File: config.mk
export PLATFORM = sky130hd
export DESIGN_NAME = bsg_comm_link_client_mux
export DESIGN_NICKNAME = d
export VERILOG_FILES = /design/src/rtl/bsg_comm_link_mux_pkg.sv /design/src/rtl/bsg_comm_link_client_arb.sv /design/src/rtl/bsg_comm_link_client_mux.sv
export SDC_FILE = /design/constraint.sdc
export NUM_CORES = 1
export LEC_CHECK = 0
export CAP_MARGIN = 30
export CORE_MARGIN = 10
export CORE_UTILIZATION = 40
export DETAILED_ROUTE_END_ITERATION = 10
export PLACE_DENSITY = 0.73
export RECOVER_POWER = 25
export SETUP_SLACK_MARGIN = 0.02
export SYNTH_ARGS = -nofsm -noshare
export SYNTH_HDL_FRONTEND = slang
export SYNTH_SLANG_ARGS = --single-unit
File: constraint.sdc
create_clock -name clk_i -period 5.9 [get_ports clk_i]
set_clock_uncertainty 0.1 [all_clocks]
set_input_delay 1.18 -clock clk_i [delete_from_list [all_inputs] [get_ports clk_i]]
set_output_delay 1.18 -clock clk_i [all_outputs]
set_load 0.01 [all_outputs]
File: src/rtl/bsg_comm_link_mux_pkg.sv
// Shared definitions for the comm link client mux: flit field positions and FSM states.
package bsg_comm_link_mux_pkg;

  // Arbitration state: free to pick a new client, or held by one client mid-packet.
  typedef enum logic {eIdle, eLocked} mux_state_e;

  // Flit layout is {last, client_id, payload}, payload in the low bits.
  function automatic int unsigned flit_last_idx(int unsigned data_width, int unsigned tag_width);
    return data_width + tag_width;
  endfunction

  function automatic int unsigned flit_tag_lsb(int unsigned data_width);
    return data_width;
  endfunction

endpackage

File: src/rtl/bsg_comm_link_client_arb.sv
// Combinational round-robin select: first requester at or above the pointer, with wrap-around.
module bsg_comm_link_client_arb #(
  parameter int unsigned num_clients_p = 4,
  localparam int unsigned tag_width_p = $clog2(num_clients_p)
) (
  input  logic [num_clients_p-1:0] req,
  input  logic [tag_width_p-1:0]   ptr,
  output logic                     grant_v,
  output logic [num_clients_p-1:0] grant_oh,
  output logic [tag_width_p-1:0]   grant_idx
);

  // Scan upward from ptr; the first hit wins and later hits are ignored.
  always_comb begin
    logic [tag_width_p-1:0] idx;
    grant_v   = 1'b0;
    grant_oh  = '0;
    grant_idx = '0;
    idx       = '0;
    for (int unsigned i = 0; i < num_clients_p; i++) begin
      idx = tag_width_p'((int'(ptr) + int'(i)) % int'(num_clients_p));
      if (!grant_v && req[idx]) begin
        grant_v        = 1'b1;
        grant_oh[idx]  = 1'b1;
        grant_idx      = idx;
      end
    end
  end

endmodule

File: src/rtl/bsg_comm_link_client_mux.sv
// Merges several client packet streams into one tagged flit stream for the comm link core.
// Round-robin arbitration happens only on packet boundaries; a watchdog caps packet length.
module bsg_comm_link_client_mux
  import bsg_comm_link_mux_pkg::*;
#(
  parameter int unsigned num_clients_p      = 4,
  parameter int unsigned data_width_p       = 29,
  parameter int unsigned max_packet_beats_p = 16,
  localparam int unsigned tag_width_p       = $clog2(num_clients_p),
  localparam int unsigned width_p           = data_width_p + tag_width_p + 1
) (
  input  logic                     clk_i,
  input  logic                     reset_i,
  input  logic [num_clients_p-1:0] client_v_i,
  input  logic [data_width_p-1:0]  client_data_i [num_clients_p],
  input  logic [num_clients_p-1:0] client_last_i,
  output logic [num_clients_p-1:0] client_ready_o,
  output logic                     out_v_o,
  output logic [width_p-1:0]       out_data_o,
  input  logic                     out_ready_i,
  output logic                     locked_o,
  output logic [tag_width_p-1:0]   owner_o,
  output logic                     error_r_o
);

  localparam int unsigned last_idx_lp  = flit_last_idx(data_width_p, tag_width_p);
  localparam int unsigned tag_lsb_lp   = flit_tag_lsb(data_width_p);
  localparam int unsigned cnt_width_lp = $clog2(max_packet_beats_p + 1);

  mux_state_e               state_q, state_d;
  logic [tag_width_p-1:0]   owner_q, owner_d;
  logic [tag_width_p-1:0]   ptr_q, ptr_d;
  logic [cnt_width_lp-1:0]  cnt_q, cnt_d;
  logic                     error_q, error_d;

  logic [width_p-1:0]       fifo_mem_q [2];
  logic                     fifo_wptr_q, fifo_rptr_q;
  logic [1:0]               fifo_cnt_q;
  logic                     fifo_space, fifo_deq;

  logic                     arb_v;
  logic [num_clients_p-1:0] arb_oh;
  logic [tag_width_p-1:0]   arb_idx;

  logic                     locked;
  logic [tag_width_p-1:0]   sel_idx;
  logic [num_clients_p-1:0] ready_vec;
  logic                     accept, watchdog, flit_last;
  logic [cnt_width_lp-1:0]  beat_num;
  logic [width_p-1:0]       flit;

  bsg_comm_link_client_arb #(
    .num_clients_p(num_clients_p)
  ) arb (
    .req      (client_v_i),
    .ptr      (ptr_q),
    .grant_v  (arb_v),
    .grant_oh (arb_oh),
    .grant_idx(arb_idx)
  );

  assign fifo_space = (fifo_cnt_q != 2'd2);
  assign fifo_deq   = out_v_o & out_ready_i;

  // Grant, flit assembly, lock/pointer/watchdog next-state.
  always_comb begin
    locked    = (state_q == eLocked);
    sel_idx   = locked ? owner_q : arb_idx;
    ready_vec = '0;
    if (!reset_i && fifo_space) begin
      if (locked) ready_vec[owner_q] = 1'b1;
      else        ready_vec = arb_oh;
    end
    accept    = ready_vec[sel_idx] & client_v_i[sel_idx];

    // Beat number of the current beat within its packet, counting from 1.
    beat_num  = locked ? cnt_q + 1'b1 : cnt_width_lp'(1);
    watchdog  = accept & ~client_last_i[sel_idx]
              & (beat_num == cnt_width_lp'(max_packet_beats_p));
    flit_last = client_last_i[sel_idx] | watchdog;

    flit = '0;
    flit[last_idx_lp]                = flit_last;
    flit[last_idx_lp-1:tag_lsb_lp]   = sel_idx;
    flit[tag_lsb_lp-1:0]             = client_data_i[sel_idx];

    state_d = state_q;
    owner_d = owner_q;
    ptr_d   = ptr_q;
    cnt_d   = cnt_q;
    error_d = error_q | watchdog;
    if (accept) begin
      owner_d = sel_idx;
      if (flit_last) begin
        state_d = eIdle;
        cnt_d   = '0;
        ptr_d   = (sel_idx == tag_width_p'(num_clients_p - 1)) ? '0 : sel_idx + 1'b1;
      end else begin
        state_d = eLocked;
        cnt_d   = beat_num;
      end
    end
  end

  assign client_ready_o = ready_vec;

  // Control state; reset drops any in-flight packet.
  always_ff @(posedge clk_i) begin
    if (reset_i) begin
      state_q <= eIdle;
      owner_q <= '0;
      ptr_q   <= '0;
      cnt_q   <= '0;
      error_q <= 1'b0;
    end else begin
      state_q <= state_d;
      owner_q <= owner_d;
      ptr_q   <= ptr_d;
      cnt_q   <= cnt_d;
      error_q <= error_d;
    end
  end

  // Two-entry output FIFO pointers and occupancy.
  always_ff @(posedge clk_i) begin
    if (reset_i) begin
      fifo_wptr_q <= 1'b0;
      fifo_rptr_q <= 1'b0;
      fifo_cnt_q  <= 2'd0;
    end else begin
      if (accept)   fifo_wptr_q <= ~fifo_wptr_q;
      if (fifo_deq) fifo_rptr_q <= ~fifo_rptr_q;
      fifo_cnt_q <= fifo_cnt_q + {1'b0, accept} - {1'b0, fifo_deq};
    end
  end

  // FIFO storage; contents are don't-care while the entry is empty.
  always_ff @(posedge clk_i) begin
    if (accept) fifo_mem_q[fifo_wptr_q] <= flit;
  end

  assign out_v_o    = (fifo_cnt_q != 2'd0);
  assign out_data_o = fifo_mem_q[fifo_rptr_q];
  assign locked_o   = (state_q == eLocked);
  assign owner_o    = owner_q;
  assign error_r_o  = error_q;

endmodule
; Word-level counts from Yosys, hierarchy flattened
; Memory sizes are Yosys's and may differ from the RTL's. A register that Yosys moved wholly into a read port is not among the register bits.
; Index checks and enable logic that the tools add are counted.
; Widths: inputs -> output; s select.
[totals]
out_inout_bits = 41
ff_bits = 15
memories = 1
latch_bits = 0
ram_bits = 64
mem_bits_ro = 0
wordCells = 108
inputBits = 127
[mem_list]
columns = name, words, word_bits, rd, rd_ports_with_merged_regs, wr, line
row1 = fifo_mem_q, 2, 32, 1, 1, 1, bsg_comm_link_client_mux.sv:36  ; logic [width_p-1:0] fifo_mem_q [2];
[op_classes]
mux = 49
n_eq_ne = 3
magnitude_cmp = 12
add_sub_neg = 7
mul = 0
div_mod_pow = 0
n_reduce_logical = 15
n_shift = 0
n_bitwise = 13
[ops]
columns = cell, n
row1 = $bmux 29 s2, 1
row2 = $mux 29, 2
row3 = $mux 4, 6
row4 = $mux 1, 20
row5 = $lt 2x3->1 const B, 6
row6 = $bmux 1 s2, 7
row7 = $mux 2, 6
row8 = $or 4x4->4, 3
row9 = $demux 1 s2, 5
row10 = $ge 2x1->1 const B, 5
row11 = $mux 5, 2
row12 = $logic_and 1x1->1, 9
row13 = $add 5x1->5 const B, 1
row14 = $eq 5x5->1 const B, 1
row15 = $add 2x1->2 const B, 2
row16 = $add 2x2->2 const B, 2
row17 = $and 1x1->1, 4
row18 = $logic_not 1->1, 4
row19 = $ge 3x3->1 const B, 1
row20 = $not 1->1, 3
row21 = $not 2->3, 1
row22 = $add 2x1->2, 1
row23 = $eq 2x2->1 const B, 1
row24 = $ne 2x2->1 const B, 1
row25 = 4 further kinds, 5

; Longest topological paths before layout
; Gate-level depths: netlist (run 1).
[depth]
word_depth = 21
mapped_depth = 20
ltp_nobuf = 15

; Cells and area by module
; Synthesis (run 1) repeated with hierarchy kept, for this count alone.
[hier_totals]
cells_unflattened = 465
area_unflattened_um2 = 4591.9
[modules_own_cells]
columns = mod, area_each_um2, seq_area_each_um2, instances, cells_per_inst
row1 = bsg_comm_link_client_mux, 4170.2, 2242.2, 1, 420
row2 = bsg_comm_link_client_arb, 421.7, 0.0, 1, 45

; Worst setup path before layout (run 1)
; OpenSTA, ideal clock, no wires.
[synth_path]
path_type = register to register
startpoint = register ptr_q[0]
endpoint = memory fifo_mem_q[1][0] in the netlist's numbering (enable)
period_less_slack_ns = 5.137
path_buffers = 3
arrival_time_ns = 4.611
slack_ns = 0.763
required_ns = 5.374
setup_ns = 0.426
path_stages_with_launch = 13
cell_sequence = dfxtp_1 -> buf_6 -> clkbuf_1 -> inv_1 -> ha_1 -> buf_6 -> mux4_2 -> a2111oi_0 -> o21ai_1 -> a31oi_1 -> and4_4 -> and4bb_4 -> nor2b_1
[synth_between]
elab_chain_cells = 19
elab_cells_between_ends = 61
cone_classes = add/sub: 3 / order compare: 8 / mux: 36 / bitwise: 4 / reduce/logical: 10
[synth_rtl]
columns = item, line
row1 = "start, declared", bsg_comm_link_client_mux.sv:32  ; logic [tag_width_p-1:0] ptr_q, ptr_d;
row2 = "start signal, assigned", bsg_comm_link_client_mux.sv:118  ; ptr_q <= ptr_d;
row3 = "parallel branches: the longest is 11 deep, another holds $lt 2x3->1", -
row4 = $mux 4 *, bsg_comm_link_client_arb.sv:22  ; if (!grant_v && req[idx]) begin
row5 = $mux 4 *, bsg_comm_link_client_mux.sv:71  ; if (locked) ready_vec[owner_q] = 1'b1;
row6 = $mux 4 *, bsg_comm_link_client_mux.sv:70  ; if (!reset_i && fifo_space) begin
row7 = net client_ready_o[1], bsg_comm_link_client_mux.sv:17  ; output logic [num_clients_p-1:0] client_ready_o,
row8 = $bmux 1 s2 *, bsg_comm_link_client_mux.sv:74  ; accept = ready_vec[sel_idx] & client_v_i[sel_idx];
row9 = $mux 1 (not written as such) *, bsg_comm_link_client_mux.sv:74
row10 = $and 1x1->1 *, bsg_comm_link_client_mux.sv:74
row11 = $mux 1 *, bsg_comm_link_client_mux.sv:139  ; if (accept) fifo_mem_q[fifo_wptr_q] <= flit;
row12 = $mux 1 (not written as such) *, bsg_comm_link_client_mux.sv:139
row13 = "end, declared", bsg_comm_link_client_mux.sv:36
; Mark *: on every way through the listed nets, which the timed path passes. The select of a mux whose other input is x is not followed.

; Final worst setup path (run 1)
[layout_path]
startpoint = input port client_v_i[2]
endpoint = output port client_ready_o[3]
[layout_between]
elab_chain_cells = 14
elab_cells_between_ends = 26
cone_classes = mux: 17 / bitwise: 3 / reduce/logical: 6
[layout_rtl]
columns = item, line
row1 = "start, declared", bsg_comm_link_client_mux.sv:14  ; input logic [num_clients_p-1:0] client_v_i,
row2 = $bmux 1 s2, bsg_comm_link_client_arb.sv:22
row3 = $mux 1 (not written as such), bsg_comm_link_client_arb.sv:22
row4 = $mux 1, bsg_comm_link_client_arb.sv:22
row5 = $logic_not 1->1, bsg_comm_link_client_arb.sv:22
row6 = $logic_and 1x1->1, bsg_comm_link_client_arb.sv:22
row7 = $mux 1, bsg_comm_link_client_arb.sv:22
row8 = $logic_not 1->1, bsg_comm_link_client_arb.sv:22
row9 = $logic_and 1x1->1, bsg_comm_link_client_arb.sv:22
row10 = $mux 1, bsg_comm_link_client_arb.sv:22
row11 = $logic_not 1->1, bsg_comm_link_client_arb.sv:22
row12 = $logic_and 1x1->1, bsg_comm_link_client_arb.sv:22
row13 = $mux 4 *, bsg_comm_link_client_arb.sv:22
row14 = $mux 4 *, bsg_comm_link_client_mux.sv:71
row15 = $mux 4 *, bsg_comm_link_client_mux.sv:70
row16 = "end, declared", bsg_comm_link_client_mux.sv:17
; Mark *: on every way between the ends. The rest lies on a longest branch, timed or not. The select of a mux whose other input is x is not followed.

==> impl_metrics.toml, run 1 <==
[critical_path]
required_ns = 4.62
r2r_start = "ptr_q[0]$_SDFFE_PP0P_"
reg2reg_slack_ns = 0.86
rr_endpoint = "fifo_cnt_q[1]$_SDFF_PP0_"
crit_start = "client_v_i[2]"
start_kind = "primary input"
critPathMaxFanout = 14
crit_type = "primary input to primary output"
cp-end-kind = "primary output"
arrival_ns = 3.85
worst_r2r_path_depth = 15
critPathCapture = "client_ready_o[3]"

[global_route]
met2_usage_pct = 25.76
gr-total-overflow = 0
grt_usage_pct = 15.72
grt_pass1_wl_mm = 21.02
gr-usage-met3_pct = 5.955
use_met1_pct = 19.52
grt_max_degree = 63
grt.busiest_layer = "met2"
grt_pass1_vias = 3866
antenna_found_initial = 0

[place]
port_buffers = 167
dp_cells = 697
place.gp.congestion = 0.8075
pre_cts_slack_ns = 0.7917
dp_hpwl_mm = 9.965
placed_cell_area_um2 = 6486

[yosys]
synth_nets = 549
ys_async_sr_fraction_pct = 0
syn_avg_cell_area_um2 = 11.50
yosysUniqueCellTypes = 54
synth_seq_cells = 80
yosys.area.top_type = "edfxtp_1"
syn_inst = 412
synth_flop_cell = "edfxtp_1"
synth-warning-count = 0
ys_top_cells_by_area = "edfxtp_1, mux2_2, mux2i_1"
yosysSeqAreaShare_pct = 47.32
yosys.area.top_type_share_pct = 40.56
syn-cell-area_um2 = 4738
synth_edf_count = 64

[final_layout]
fin_util_pct = 58.76
final_common_cell = "clkdlybuf4s50_1"
layoutNonFillerInstCount = 713
final_cell_mix = "clkdlybuf4s50_1, edfxtp_1, mux2_2"
area.growth.synth_to_final_pct = 42.80
drive_above_1_share_pct = 15.79
final_area_um2 = 6766
n_antenna_cell = 0
finalNetCount = 702

[timing]
slew_headroom_pct = -26.48
finalHoldViolCount = 0
holdWs_ns = 0.3739
tns_ns = 0
final.min_clock_period_ns = 5.133
setup_viol = 0
fin_crit_sh_pct = 87.00
max_freq_ghz = 0.1948
worst_slack_ns = 0.7667
final_max_slew_viol_count = 33
rsz0062_at_grt = "no"
worst-slew-pin-transition_ns = 1.897

[detailed_routing]
routed_wl_mm = 13.31
antenna_left = 0
viasPerCell = 5.208
drc = 0
drt-initial-drc-count = 238
wire_per_inst_um = 18.67
first_pass_iters = 4
vias = 3713

[floorplanning]
initial_utilization_pct = 41.15
die_area_um2 = 16600
boundaryPins = 168
rows = 39
die_h_um = 128.8
coreArea_um2 = 11520
die_w_um = 128.8

[status]
violations = "capacitance limit, slew limit"
status = "complete, but fails checks"

[power_and_ir_drop]
power_density_nw_per_um2 = 489.9
vdd_drop_max_v = 0.0006460
p_leak_nw = 2.372
power_mw = 3.315

[job]
maxCapViolCount = 1

[clocking]
cts_made_buffers = 9
cts_hold_buf = 0
clock_latency_ns = 0.32
cts_root_buffer = "clkbuf_16"
htree_levels = 3
cts.clk_slew.worst_paths_ns = 0.06
cts.path.max_buffers = 2
cts_tree = "built"
cts_resized = 0
cts_setup_buffers = 0
numClockSinks = 80

[worst_hold_path]
min_from = "cnt_q[1]$_SDFFE_PP0N_"
hold_class = "flop to flop"
==> worst min-delay path by stage <==
stage | to | slack (ns) | depth (start not counted)
3_5_place_dp | cnt_q[1]$_SDFFE_PP0N_ | 0.37 | 2
2_1_floorplan | cnt_q[1]$_SDFFE_PP0N_ | 0.35 | 2
5_1_grt | error_r_o$_SDFF_PP0_ | 0.39 | 1
6_report | cnt_q[1]$_SDFFE_PP0N_ | 0.37 | 2
3_3_place_gp | error_r_o$_SDFF_PP0_ | 0.36 | 1
4_1_cts | cnt_q[1]$_SDFFE_PP0N_ | 0.37 | 2
==> where the power goes <==
| part | switching, mW | total (mW) | internal [mW] |
|---|---|---|---|
| sequential | 0.0734 | 0.984 | 0.911 |
| combinational | 0.951 | 1.76 | 0.805 |
| clock | 0.204 | 0.575 | 0.371 |
==> Yosys cell counts, types with 5 or more instances <==
cell type and n:
o21ai_0 31, mux2i_1 33, edfxtp_1 64, buf_2 10, nor2_1 13, dfxtp_1 16, buf_1 5, nand2b_1 8
mux2_2 62, inv_1 14, clkbuf_1 11, ha_1 10, a21oi_1 12, nand2_1 40
==> worst max-delay path: stages <==
cell and delay, ns:
clkdlybuf4s50_1 0.64, mux4_2 0.57, nor2b_1 0.17, and2_1 0.14, o41ai_1 0.55, inv_1 0.10, clkdlybuf4s50_1 0.51
==> layer usage <==
metal / vias up / wire, um
met2: 130 / 6300
met3: 6 / 1233
met4: 0 / 50
met5: - / 0
li1: 1834 / -
met1: 1743 / 5730
==> state kept, by name, summed over array words and instances (netlist names), named ones only <==
register and count:
fifo_cnt_q 2, fifo_mem_q 64, locked_o 1, fifo_rptr_q 1, error_r_o 1, cnt_q 5, owner_o 2, ptr_q 2
fifo_wptr_q 1
==> kinds of logic (layout without fill, tap and decap cells) <==
logic type	count (synthesis)	in the layout	synth area share, %
muxes	98	98	23.13
and+or+nand+nor	98	98	11.20
DFF	80	80	47.32
AOI/OAI and AO/OA	75	75	10.25
buffers and inverters	46	204	4.542
adders and majority gates	10	10	2.641
xor gates and xnor gates	5	5	0.9244
==> area by class of cell <==
type	count	area [um2]
clock buffer	11	232.7
clock inverter	5	82.58
fill	995	4750
inverter	16	60.06
multi-input combinational	286	2267
sequential	80	2242
tap	143	178.9
timing repair buffer	172	1703
No activity file was read; power rests on OpenSTA's default activity.
==> run 2: changes to the inputs <==
==> constraint.sdc (replaced) <==
create_clock -name clk_i -period 5.9 [get_ports clk_i]
set_clock_uncertainty 0.1 [all_clocks]
set_input_delay 1.18 -clock clk_i [delete_from_list [all_inputs] [get_ports clk_i]]
set_output_delay 1.18 -clock clk_i [all_outputs]
set_load 0.05 [all_outputs]
==> run 2 against run 1 <==
Compared with the run above: the run still ends with capacitance limit, slew limit left; power up 12%; hold slack worse by 0.0036 ns; sequential power about the same; routed wire length grew 1.0%; global-route usage shrank 0.16 points; final cell count unchanged; clock-buffer cell count did not move; largest power group unchanged.
==> impl_metrics.toml, run 2 (synthesized netlist as in run 1, its figures left out) <==
[status]
status = "complete, but fails checks"
violations = "capacitance limit, slew limit"

[detailed_routing]
vias = 3794
antenna_left = 0
routed_wl_mm = 13.45
first_pass_iters = 4
wire_per_inst_um = 18.86
drt-initial-drc-count = 140
viasPerCell = 5.321
drc = 0

[timing]
finalHoldViolCount = 0
slew_headroom_pct = -25.11
tns_ns = 0
rsz0062_at_grt = "no"
max_freq_ghz = 0.1819
final_max_slew_viol_count = 95
fin_crit_sh_pct = 93.20
setup_viol = 0
final.min_clock_period_ns = 5.499
worst-slew-pin-transition_ns = 1.877

[critical_path]
cp-end-kind = "primary output"
crit_type = "primary input to primary output"
critPathMaxFanout = 14
reg2reg_slack_ns = 0.67
required_ns = 4.62
worst_r2r_path_depth = 11
arrival_ns = 4.22
start_kind = "primary input"

[final_layout]
reg.largest.list = "fifo_mem_q: 64 flops, cnt_q: 5 flops"
final_area_um2 = 6778
finalNetCount = 702
area.growth.synth_to_final_pct = 43.04
drive_above_1_share_pct = 16.32
final_common_cell = "clkdlybuf4s50_1"
n_antenna_cell = 0
layoutNonFillerInstCount = 713
fillers = 976
top_register = "fifo_mem_q"
largest_reg_flops = 64
final_cell_mix = "clkdlybuf4s50_1, edfxtp_1, mux2_2"

[clocking]
cts_tree = "built"
cts_setup_buffers = 0
cts_root_buffer = "clkbuf_16"
htree_levels = 3
clock_latency_ns = 0.32
cts_hold_buf = 0
numClockSinks = 80
cts_made_buffers = 9
cts_resized = 0
cts.path.max_buffers = 2
cts.clk_slew.worst_paths_ns = 0.06

[global_route]
use_met1_pct = 18.21
gr-usage-met3_pct = 5.667
grt_pass1_wl_mm = 20.68
met2_usage_pct = 27.09
gr-total-overflow = 0
grt_usage_pct = 15.56
grt.busiest_layer = "met2"
antenna_found_initial = 0
grt_max_degree = 63
grt_pass1_vias = 3788

[floorplanning]
die_area_um2 = 16600
initial_utilization_pct = 41.15
die_h_um = 128.8
die_w_um = 128.8
rows = 39
boundaryPins = 168
coreArea_um2 = 11520

[job]
maxCapViolCount = 2

[place]
placed_cell_area_um2 = 6499
port_buffers = 167
dp_hpwl_mm = 10.30
place.gp.congestion = 0.8525
dp_cells = 697

[power_and_ir_drop]
power_density_nw_per_um2 = 546.2
p_leak_nw = 2.373
vdd_drop_max_v = 0.0007108

[worst_hold_path]
hold_class = "flop to flop"
hold_depth = 1
## run 2: changes by cell type in the layout (fill, tap and decap cells not counted), moves of 3 or more
cell and delta:
clkdlybuf4s50_1 -4, mux2_1 -3, mux2_2 +3, dlygate4sd3_1 +4
## run 2: worst paths after layout
path,start,end
worst max-delay path,client_v_i[2],client_ready_o[1]
worst min-delay path,error_r_o$_SDFF_PP0_,error_r_o$_SDFF_PP0_
worst max register to register,ptr_q[0]$_SDFFE_PP0P_,fifo_mem_q[1][16]$_DFFE_PP_
worst min register to register,error_r_o$_SDFF_PP0_,error_r_o$_SDFF_PP0_
## run 2: worst max-delay path: stages
cell and delay (ns):
dlygate4sd3_1 0.71, mux4_2 0.64, a2111oi_0 0.35, o21ai_0 0.17, a31oi_1 0.30, clkdlybuf4s50_1 0.88
## run 2: layout make-up
class | instances | area (um2) | share of cell area [%]
clock buffers | 11 | 232.7 | 3.434
clock inverters | 5 | 56.30 | 0.8307
inverters | 16 | 60.06 | 0.8861
multi-input cells | 286 | 2292 | 33.82
flip-flops and latches | 80 | 2242 | 33.08
well taps | 143 | 178.9 | 2.640
repair buffers | 172 | 1715 | 25.31
## run 2: per-stage QoR
stage | util, % | hold WS (ns) | worst slack [ns] | power [mW]
after floorplan | - | 0.3488 | 0.1029 | 2.609
after detailed placement | 56.43 | 0.3680 | 0.5256 | 3.231
after global placement | 56.43 | 0.3601 | 0.5829 | 3.183
final | 58.85 | 0.3704 | 0.4014 | 3.702
after CTS | 58.94 | 0.3819 | 0.4944 | 3.775
after global routing | 58.85 | 0.4147 | 0.09118 | 3.947
## run 2: power breakdown
group / total, mW / internal [mW] / switching [mW]
clock network: 0.533 / 0.328 / 0.205
logic: 2.19 / 0.837 / 1.35
registers: 0.983 / 0.910 / 0.0731
total: 3.70 / 2.07 / 1.63
## run 2: metal layers
metal  vias to the layer above  routed length (um)
li1                       1832                   -
met1                      1809                5508
met2                       147                6619
met3                         6                1243
met4                         0                  76
met5                         -                   0
==> run 3: changes to the inputs <==
--- a/config.mk
+++ b/config.mk
@@ -7,9 +7,10 @@
 export LEC_CHECK = 0
 export CAP_MARGIN = 30
 export CORE_MARGIN = 10
-export CORE_UTILIZATION = 40
+export CORE_UTILIZATION = 41
+export CTS_BUF_LIST = sky130_fd_sc_hd__clkbuf_4 sky130_fd_sc_hd__clkbuf_8 sky130_fd_sc_hd__clkbuf_16
 export DETAILED_ROUTE_END_ITERATION = 10
-export PLACE_DENSITY = 0.73
+export PLACE_DENSITY = 0.77
 export RECOVER_POWER = 25
 export SETUP_SLACK_MARGIN = 0.02
 export SYNTH_ARGS = -nofsm -noshare
==> constraint.sdc (replaced) <==
create_clock -name clk_i -period 4.6 [get_ports clk_i]
set_clock_uncertainty 0.1 [all_clocks]
set_input_delay 0.92 -clock clk_i [delete_from_list [all_inputs] [get_ports clk_i]]
set_output_delay 0.92 -clock clk_i [all_outputs]
set_load 0.05 [all_outputs]
==> run 3 against run 2 <==
Compared with the run above: the flow now finishes without violations; core utilization increased by 2.0 points; clock power increased by 43%; cell area increased by 2.1%; sequential share of layout area decreased by 0.67 points; register-to-register slack improved by 0.06 ns; critical path type is now primary input to flop; critical endpoint is now fifo_cnt_q[1]$_SDFF_PP0_; highest routed layer unchanged.
==> impl_metrics.toml, run 3 (synthesized netlist as in run 1, its figures left out) <==
[final_layout]
final_common_cell = "clkdlybuf4s50_1"
area.growth.synth_to_final_pct = 46.00
final_area_um2 = 6918
fillers = 945
top_register = "fifo_mem_q"
reg.largest.list = "fifo_mem_q: 64 flops, cnt_q: 5 flops"
n_antenna_cell = 0
finalNetCount = 709
drive_above_1_share_pct = 18.89
fin_util_pct = 60.85
final_cell_mix = "clkdlybuf4s50_1, edfxtp_1, mux2_2"
largest_reg_flops = 64

[detailed_routing]
drt-initial-drc-count = 165
first_pass_iters = 4
viasPerCell = 5.260
drc = 0
routed_wl_mm = 13.11
vias = 3787
antenna_left = 0
wire_per_inst_um = 18.20

[timing]
slew_headroom_pct = 23.45
fin_crit_sh_pct = 92.95
tns_ns = 0
final_max_slew_viol_count = 0
max_freq_ghz = 0.2339
final.min_clock_period_ns = 4.276
rsz0062_at_grt = "no"
finalHoldViolCount = 0
setup_viol = 0
worst-slew-pin-transition_ns = 1.148

[floorplanning]
initial_utilization_pct = 41.67
die_h_um = 127.5
coreArea_um2 = 11370
rows = 39
die_w_um = 127.5
boundaryPins = 168
die_area_um2 = 16260

[clocking]
cts_hold_buf = 0
cts_resized = 0
cts.clk_slew.worst_paths_ns = 0.06
cts.path.max_buffers = 2
cts_setup_buffers = 0
cts_root_buffer = "clkbuf_16"
cts_tree = "built"
clock_latency_ns = 0.33
htree_levels = 3
numClockSinks = 80
cts_made_buffers = 9

[power_and_ir_drop]
p_leak_nw = 2.449
power_density_nw_per_um2 = 704.6
vdd_drop_max_v = 0.0005969

[global_route]
grt_pass1_wl_mm = 19.85
grt_pass1_vias = 3811
gr-total-overflow = 0
grt_usage_pct = 15.01
antenna_found_initial = 0
grt_max_degree = 63

[critical_path]
r2r_start = "ptr_q[1]$_SDFFE_PP0P_"
start_kind = "primary input"
crit_type = "primary input to flop"
reg2reg_slack_ns = 0.73
critPathMaxFanout = 12
slowest_stage = "dlygate4sd3_1"
cp-end-kind = "flop"
required_ns = 4.72
arrival_ns = 4.40
slowest_delay_ns = 0.69
worst_r2r_path_depth = 14
rr_endpoint = "fifo_cnt_q[1]$_SDFF_PP0_"
path_cells = "dlygate4sd3_1 -> a21o_1 -> a2111oi_0 -> a2111oi_0 -> or3_1 -> nor4_1 -> and4bb_4 -> ha_1 -> inv_1 -> ha_1 -> xor2_1 -> xnor2_1 -> nor2_1"
crit_buf_inv = 2
crit_family = "simple AND/OR/NAND/NOR gates"

[worst_hold_path]
hold_class = "flop to flop"
whs_endpoint = "error_r_o$_SDFF_PP0_"
hold_depth = 1
min_from = "error_r_o$_SDFF_PP0_"

[place]
port_buffers = 167
place.gp.congestion = 0.8251
dp_hpwl_mm = 9.933
placed_cell_area_um2 = 6606

[job]
maxCapViolCount = 0

[status]
status = "complete, no violations"
## run 3: changes by cell type in the layout (fill, tap and decap cells not counted), moves of 3 or more
cell | before | now
clkbuf_1 | 3 | 0
buf_4 | 2 | 9
buf_12 | 1 | 5
clkdlybuf4s50_1 | 129 | 125
## run 3: worst reg2reg max path: cells and delay by family (launching register included)
kind,cells,cell delay [ns]
buf+inv,2,0.17
mux,1,0.65
xor+xnor,2,0.30
simple gates,3,0.53
compound gates,3,0.80
flops,1,0.33
fa+ha+maj,3,0.88
## run 3: worst max path at each step
stage                               start  slack (ns)  cells after the start                  endpoint
finish                      client_v_i[1]        0.32                     13  fifo_cnt_q[1]$_SDFF_PP0_
global route                client_v_i[1]        0.13                     13  fifo_cnt_q[1]$_SDFF_PP0_
CTS                         client_v_i[2]        0.30                      8         client_ready_o[3]
detailed placement          client_v_i[1]        0.12                     13  fifo_cnt_q[1]$_SDFF_PP0_
global placement            client_v_i[1]        0.28                     13  fifo_cnt_q[1]$_SDFF_PP0_
floorplan           ptr_q[0]$_SDFFE_PP0P_        0.13                     18  fifo_cnt_q[1]$_SDFF_PP0_
## run 3: where the power goes
group | internal, mW | switching (mW)
Sequential | 1.17 | 0.0660
Clock | 0.484 | 0.277
Combinational | 1.11 | 1.77
## run 3: area by class of cell
class	instances	area, um2	area share, %
multi-input cells	286	2305	33.32
inverters	16	60.06	0.8682
flip-flops and latches	80	2242	32.41
clock inverters	6	90.09	1.302
repair buffers	179	1809	26.15
clock buffers	10	232.7	3.364
well taps	143	178.9	2.586
## run 3: per-layer routing
metal	global-route usage, %	share of wire [%]	up-vias
li1	-	-	1845
met2	26.41	50	136
met1	16.87	41	1796
met4	3.148	1.0	0
met5	0	0	-
met3	5.707	8.9	10
## run 3: per-stage QoR
step                std cells  total power, mW  hold WS (ns)  worst slack [ns]
floorplan                 412            3.365        0.3488            0.1314
global placement          704            4.142        0.3569            0.2761
detailed placement        704            4.212        0.3601            0.1232
CTS                       720            4.991        0.3752            0.3004
global route              720            5.158        0.3978            0.1253
finish                    720            4.874        0.3671            0.3241
